===== config.mk =====
export PLATFORM = sky130hd
export DESIGN_NAME = twiddle_angle_gen
export DESIGN_NICKNAME = d
export VERILOG_FILES = /design/src/rtl/twiddle_angle_gen.sv
export SDC_FILE = /design/constraint.sdc
export NUM_CORES = 1
export LEC_CHECK = 0
export ABC_CLOCK_PERIOD_IN_PS = 4400
export CAP_MARGIN = 20
export CELL_PAD_IN_SITES_DETAIL_PLACEMENT = 1
export CELL_PAD_IN_SITES_GLOBAL_PLACEMENT = 1
export CORE_MARGIN = 2
export CORE_UTILIZATION = 27
export DETAILED_ROUTE_END_ITERATION = 16
export GPL_ROUTABILITY_DRIVEN = 0
export GPL_TIMING_DRIVEN = 0
export PLACE_DENSITY = 0.6
export SYNTH_ARGS = -nofsm -noshare
export SYNTH_HDL_FRONTEND = slang
export SYNTH_SLANG_ARGS = --single-unit

===== constraint.sdc =====
create_clock -name i_clk -period 4.4 [get_ports i_clk]
set_clock_uncertainty 0.15 [all_clocks]
set_input_delay 0.88 -clock i_clk [delete_from_list [all_inputs] [get_ports i_clk]]
set_output_delay 0.88 -clock i_clk [all_outputs]
set_load 0.005 [all_outputs]

===== src/rtl/twiddle_angle_gen.sv =====
// Purpose : streams the FFT twiddle angles -k*2*pi/2^STAGE (or +k*... for the
//           inverse transform) for k = 0..2^(STAGE-1)-1, one index per transfer.
// Latency : first angle valid the cycle after an accepted start; 1 sample/cycle.
// Backpr. : o_valid/i_ready handshake; the current angle is held until accepted.
// Ports   : i_clk/i_rst_n clock and async active-low reset; i_start/i_inverse
//           request a sequence and pick its sign; i_clear aborts; i_ready accepts
//           o_angle/o_index/o_last under o_valid; o_busy while running; o_done
//           pulses once after the final transfer.
module twiddle_angle_gen #(
    parameter int STAGE   = 5,
    parameter int DATA_W  = 32,
    parameter int FRAC_W  = 16,
    parameter int GUARD_W = 16
) (
    input  logic              i_clk,
    input  logic              i_rst_n,
    input  logic              i_start,
    input  logic              i_inverse,
    input  logic              i_clear,
    input  logic              i_ready,
    output logic              o_valid,
    output logic [DATA_W-1:0] o_angle,
    output logic [STAGE-1:0]  o_index,
    output logic              o_last,
    output logic              o_busy,
    output logic              o_done
);

    localparam int ACC_W = DATA_W + GUARD_W;
    localparam int CNT   = 1 << (STAGE - 1);
    localparam logic [STAGE-1:0] LAST_K = STAGE'(CNT - 1);

    // Angle step 2*pi/2^STAGE expressed with FRAC_W+GUARD_W fractional bits,
    // rounded to nearest at elaboration. The guard bits keep the accumulated
    // step error well below half an output LSB over the whole sequence.
    localparam real   TWO_PI = 6.283185307179586;
    localparam real   STEP_R = TWO_PI * (2.0 ** (FRAC_W + GUARD_W - STAGE));
    localparam longint STEP_L = longint'(STEP_R);
    localparam logic [ACC_W-1:0] STEP  = ACC_W'(STEP_L);
    localparam logic [ACC_W-1:0] ROUND = ACC_W'(1) << (GUARD_W - 1);

    typedef enum logic {
        IDLE = 1'b0,
        RUN  = 1'b1
    } state_t;

    state_t             state_q, state_d;
    logic [STAGE-1:0]   k_q, k_d;
    logic [ACC_W-1:0]   acc_q, acc_d;
    logic               inv_q, inv_d;
    logic               done_q, done_d;

    logic [ACC_W-1:0]   acc_rnd;
    logic [DATA_W-1:0]  mag;
    logic               xfer;

    always_ff @(posedge i_clk or negedge i_rst_n) begin
        if (!i_rst_n) begin
            state_q <= IDLE;
            k_q     <= '0;
            acc_q   <= '0;
            inv_q   <= 1'b0;
            done_q  <= 1'b0;
        end else begin
            state_q <= state_d;
            k_q     <= k_d;
            acc_q   <= acc_d;
            inv_q   <= inv_d;
            done_q  <= done_d;
        end
    end

    assign xfer = (state_q == RUN) && i_ready;

    always_comb begin
        state_d = state_q;
        k_d     = k_q;
        acc_d   = acc_q;
        inv_d   = inv_q;
        done_d  = 1'b0;

        if (i_clear) begin
            state_d = IDLE;
            k_d     = '0;
            acc_d   = '0;
        end else begin
            unique case (state_q)
                IDLE: begin
                    // Also reached in the o_done cycle, so back-to-back
                    // sequences lose no cycle.
                    if (i_start) begin
                        state_d = RUN;
                        k_d     = '0;
                        acc_d   = '0;
                        inv_d   = i_inverse;
                    end
                end
                RUN: begin
                    if (xfer) begin
                        if (k_q == LAST_K) begin
                            state_d = IDLE;
                            k_d     = '0;
                            acc_d   = '0;
                            done_d  = 1'b1;
                        end else begin
                            k_d   = k_q + STAGE'(1);
                            acc_d = acc_q + STEP;
                        end
                    end
                end
                default: state_d = IDLE;
            endcase
        end
    end

    // Round half up by adding half an output LSB before dropping guard bits.
    assign acc_rnd = acc_q + ROUND;
    assign mag     = DATA_W'(acc_rnd >> GUARD_W);

    assign o_valid = (state_q == RUN);
    assign o_busy  = (state_q == RUN);
    assign o_angle = inv_q ? mag : -mag;
    assign o_index = k_q;
    assign o_last  = (state_q == RUN) && (k_q == LAST_K);
    assign o_done  = done_q;

endmodule


=== Word level (Yosys, flattened, before mapping) ===
Index checks and enable logic that the tools add are counted.

* Bits of input ports: 6
* Logic and storage cells: 38
* Flip-flop bits (word level): 56

* Reductions and logical operators: 4
* Bitwise logic cells: 2
* Eq/ne operators: 3
* Add/subtract/negate cells: 4
* Multiplexer cells: 20

{| class="wikitable"
|+ Operator list
! kind !! count
|-
| $mux 48 || 4
|-
| $pmux 48 s2 || 1
|-
| $add 48x16->48 const B || 1
|-
| $add 48x30->48 const B || 1
|-
| $mux 32 || 1
|-
| $neg 32->32 || 1
|-
| $mux 5 || 4
|-
| $pmux 5 s2 || 1
|-
| $mux 1 || 8
|-
| $add 5x1->5 const B || 1
|-
| $eq 5x4->1 const B || 1
|-
| $ne 3x2->1 const B || 1
|-
| $ne 3x3->1 const B || 1
|-
| $reduce_and 3->1 || 1
|-
| $logic_and 1x1->1 || 2
|-
| $not 1->1 || 2
|-
| $pmux 1 s2 || 1
|-
| $reduce_and 2->1 || 1
|}

=== Logic depth before layout (Yosys ltp) ===
* Depth in word-level cells: 5
* Gate-level depth with buffers: 12
* Mapped depth without buffers: 11

=== Worst setup path after synthesis ===
Ideal clock, no wire load.

* Path type: register to output
* Start: register acc_q[15]
* End: output o_angle[31]
* Path slack: 0.820 ns
* Path buffers: 0
* Data required time: 3.370 ns
* Data arrival time: 2.550 ns
* Stages on the path, launching flop included: 10
* Cells stage by stage: dfrtp_1 ha_1 nand3_1 or4_1 nor3_1 xnor2_1 nor4bb_4 and4_4 a31oi_1 xnor2_1

* Longest elaborated chain between the ends: 3

{| class="wikitable"
|+ RTL lines
! item !! RTL line !! RTL
|-
| start, declared || 49 || <nowiki>logic [ACC_W-1:0] acc_q, acc_d;</nowiki>
|-
| start signal, assigned || 61 || <nowiki>acc_q <= '0;</nowiki>
|-
| start signal, assigned || 67 || <nowiki>acc_q <= acc_d;</nowiki>
|-
| $add 48x16->48 (*) || 117 || <nowiki>assign acc_rnd = acc_q + ROUND;</nowiki>
|-
| $neg 32->32 || 122 || <nowiki>assign o_angle = inv_q ? mag : -mag;</nowiki>
|-
| $mux 32 (*) || 122 ||
|-
| end, declared || 22 || <nowiki>output logic [DATA_W-1:0] o_angle,</nowiki>
|}

Mark *: on every way between the ends. The rest lies on a longest branch, timed or not.

=== Worst setup path after layout ===
* Start: register acc_q[15]
* End: output o_angle[25]

The elaborated chain is that of the path after synthesis.

==> flow_summary.json <==
{
  "status": "finished, final reports clean",
  "grt_pass1_wl_um": 26520,
  "powerDensity_nw_per_um2": 273.8,
  "cp_common_cell": "or3_4",
  "p_leak_nw": 2.360,
  "critical_path_required_ns": 3.37,
  "cts_inserted_buffers": 5,
  "placed_cell_area_um2": 5438,
  "tightestPinTransition_ns": 0.8597,
  "cts-root-buf": "clkbuf_16",
  "dr.pass1.iters": 5,
  "initial_utilization": 0.2785,
  "crit_chain": "ha_4 > nand3_4 > or3_4 > or3_4 > a211oi_4 > nor2b_4 > and2_1 > a31oi_1 > xnor2_1 > clkdlybuf4s50_1",
  "ios": 47,
  "arrival_ns": 3.29,
  "critical_path_class": "flip-flop to output port",
  "final_common_cell": "nand2_1",
  "netSwitchingPower_mw": 0.5371,
  "async_flop_share": 1.000,
  "crit_slowest_cell": "clkdlybuf4s50_1",
  "port_buffers": 46,
  "use_met1": 0.2480,
  "final_cell_mix": "nand2_1 (70), o21ai_0 (57), nor2_1 (51), dfrtp_1 (51), xnor2_1 (45)",
  "yosys.area_share.simple": 0.3002,
  "fill_cells": 2005,
  "dp_slack_ns": -0.2874,
  "avgViaCountPerCell": 5.382,
  "antenna_cells": 0,
  "num_vias": 4817,
  "rr_worst_depth": 10,
  "die_w_um": 135.3,
  "reg2reg_to": "acc_q[41]",
  "synthAdderAreaFrac": 0.01614,
  "die_h_um": 135.3,
  "pwr-share-seq": 0.335,
  "yosysTopAreaCellShare": 0.3012,
  "synth-edff-count": 0,
  "core_area_um2": 16700,
  "comb_power_share": 0.415,
  "drv_cap": 0,
  "slowest_delay_ns": 0.52,
  "holdBufCountCts": 0,
  "vdd_drop_max_uv": 135.3,
  "yosysSeqAreaShare": 0.3012,
  "ys_types": 62,
  "antenna_left": 0,
  "grt_max_degree": 23,
  "syn_to_final_growth_pct": 29.85,
  "timing_hold_violations_final": 0,
  "finalSetupViolCount": 0,
  "synth_area_leaders": "dfrtp_1 (30%), xnor2_1 (8.7%), o21ai_0 (6.5%)",
  "tritoncts": "yes",
  "clock_power_share": 0.249,
  "hold_class": "primary input to async pin",
  "synth-compound-area-share": 0.2090,
  "synth_top_family_by_area": "simple AND/OR/NAND/NOR gates",
  "finalSetupTns_ns": 0,
  "final_nets": 686,
  "startpoint_type": "flip-flop",
  "yosysTopAreaCell": "dfrtp_1",
  "grt_pass1_vias": 4957,
  "synth-seq-cells": 56,
  "dp_hpwl_um": 12090,
  "rsz0062_at_grt": "yes",
  "drtIter0Drc": 232,
  "register_area_um2": 1408,
  "design_area_um2": 6041,
  "swShare": 0.3247,
  "clkSinkCount": 56,
  "synth-xor-area-share": 0.1243,
  "antenna_found_initial": 0,
  "total_power_mw": 1.654,
  "met3_usage": 0.01871,
  "rows": 47,
  "end_kind": "output port",
  "syn_inst": 598,
  "cts_max_level": 2,
  "die_area_um2": 18300,
  "synth.area.mux_share": 0.002421,
  "wl_um": 16140,
  "crit_buf_inv": 1,
  "wire_per_inst_um": 18.03,
  "maxSlewHeadroom": 0.4230,
  "reg2reg_slack_ns": 1.32,
  "multi_input_area_um2": 3278,
  "fin_util": 0.3617,
  "yosys_warnings": 0,
  "path_clk_slew_ns": 0.07,
  "internal_power_mw": 1.117,
  "syn_area_per_cell_um2": 7.779,
  "r2r_start": "acc_q[16]",
  "critical_path_peak_fanout": 5,
  "min_period_over_period": 0.9823,
  "setup_ws_ns": 0.07767,
  "synthesis.area_um2": 4652,
  "ys.flop_type": "dfrtp_1",
  "layout-drive-gt1-share": 0.1511,
  "max_freq_ghz": 0.2314,
  "grt-ovfl-total": 0,
  "synth_nets": 610,
  "met2_usage": 0.3037,
  "clockBufferDepth": 2,
  "drc": 0,
  "critPathTopFamily": "simple AND/OR/NAND/NOR gates",
  "slew_violations": 0,
  "clkLatencyLatePin_ns": 0.30,
  "track_usage": 0.1795,
  "finalCriticalPeriod_ns": 4.322,
  "grt_busiest_layer": "met2"
}
## cells in the mapped netlist (all sizes together), types with 5 or more instances
master / number
xor2: 20
nor3: 20
nand4: 16
ha: 6
a31oi: 21
nor4: 12
nor2: 51
and2: 10
nand2: 70
buf: 15
a21oi: 29
clkbuf: 24
and3: 9
o31ai: 9
o21ai: 61
a21o: 5
nand3: 30
inv: 10
xnor2: 46
or3: 8
nor2b: 9
dfrtp: 56
and4: 10
## cell type report
class / count / area share
buffer: 35 / 0.03335
clock buffer: 8 / 0.02423
inverter: 10 / 0.006214
multi-input combinational: 493 / 0.5427
sequential: 56 / 0.2330
tap: 220 / 0.04557
timing repair buffer: 73 / 0.1150
## power by group through the flow
| stage | Sequential, mW | Clock, mW | Combinational [mW] |
|---|---|---|---|
| 2_1_floorplan | 0.556 | 0 | 0.337 |
| 3_3_place_gp | 0.560 | 0 | 0.614 |
| 3_5_place_dp | 0.562 | 0 | 0.631 |
| 4_1_cts | 0.554 | 0.426 | 0.680 |
| 5_1_grt | 0.558 | 0.437 | 0.760 |
| 6_report | 0.555 | 0.412 | 0.687 |
## stage by stage
step                      hold WS, ns  instances
after detailed placement       0.3826        867
final                          0.3482        895
after CTS                      0.3559        888
after floorplan                0.3157        598
after global routing           0.3684        895
after global placement         0.3435        864
## worst register-to-register path: stages, from the launching register on
cell       delay, ns
dfrtp_1         0.41
buf_4           0.18
inv_1           0.11
ha_4            0.14
inv_1           0.03
or4_1           0.56
o2111ai_1       0.46
a21oi_1         0.30
nor4_1          0.24
o21ai_0         0.13
a22o_1          0.26
## state kept, by name (all words and copies together) (netlist names)
name / cells
acc_q: 48
inv_q: 1
o_busy: 1
o_done: 1
o_index: 5
## worst max path at each step
stage / start / to / slack (ns) / cells past startpoint
global placement: acc_q[15] / o_angle[31] / -0.28 / 10
CTS: acc_q[18] / o_angle[25] / 0.002 / 10
floorplan: acc_q[15] / o_angle[31] / 0.82 / 9
finish: acc_q[15] / o_angle[25] / 0.08 / 10
global route: acc_q[20] / o_angle[25] / -0.09 / 11
detailed placement: acc_q[15] / o_angle[23] / -0.29 / 10
## logic make-up after synthesis
group	Yosys count
AOI/OAI and AO/OA	159
DFF	56
and+or+nand+nor	261
xor gates and xnor gates	66
muxes	1
buffers and inverters	49
adders and majority gates	6
## what timing repair did
item	4_1_cts	5_1_grt
resized for setup	57	24
setup buffers	15	9
setup endpoints to repair	18	13
pin swaps	12	12
## routing by layer
metal,routed length [um],share of wire
met5,0,0
met4,171,0.011
met3,432,0.027
met2,7652,0.47
met1,7880,0.49
No activity file was read; power rests on OpenSTA's default activity.
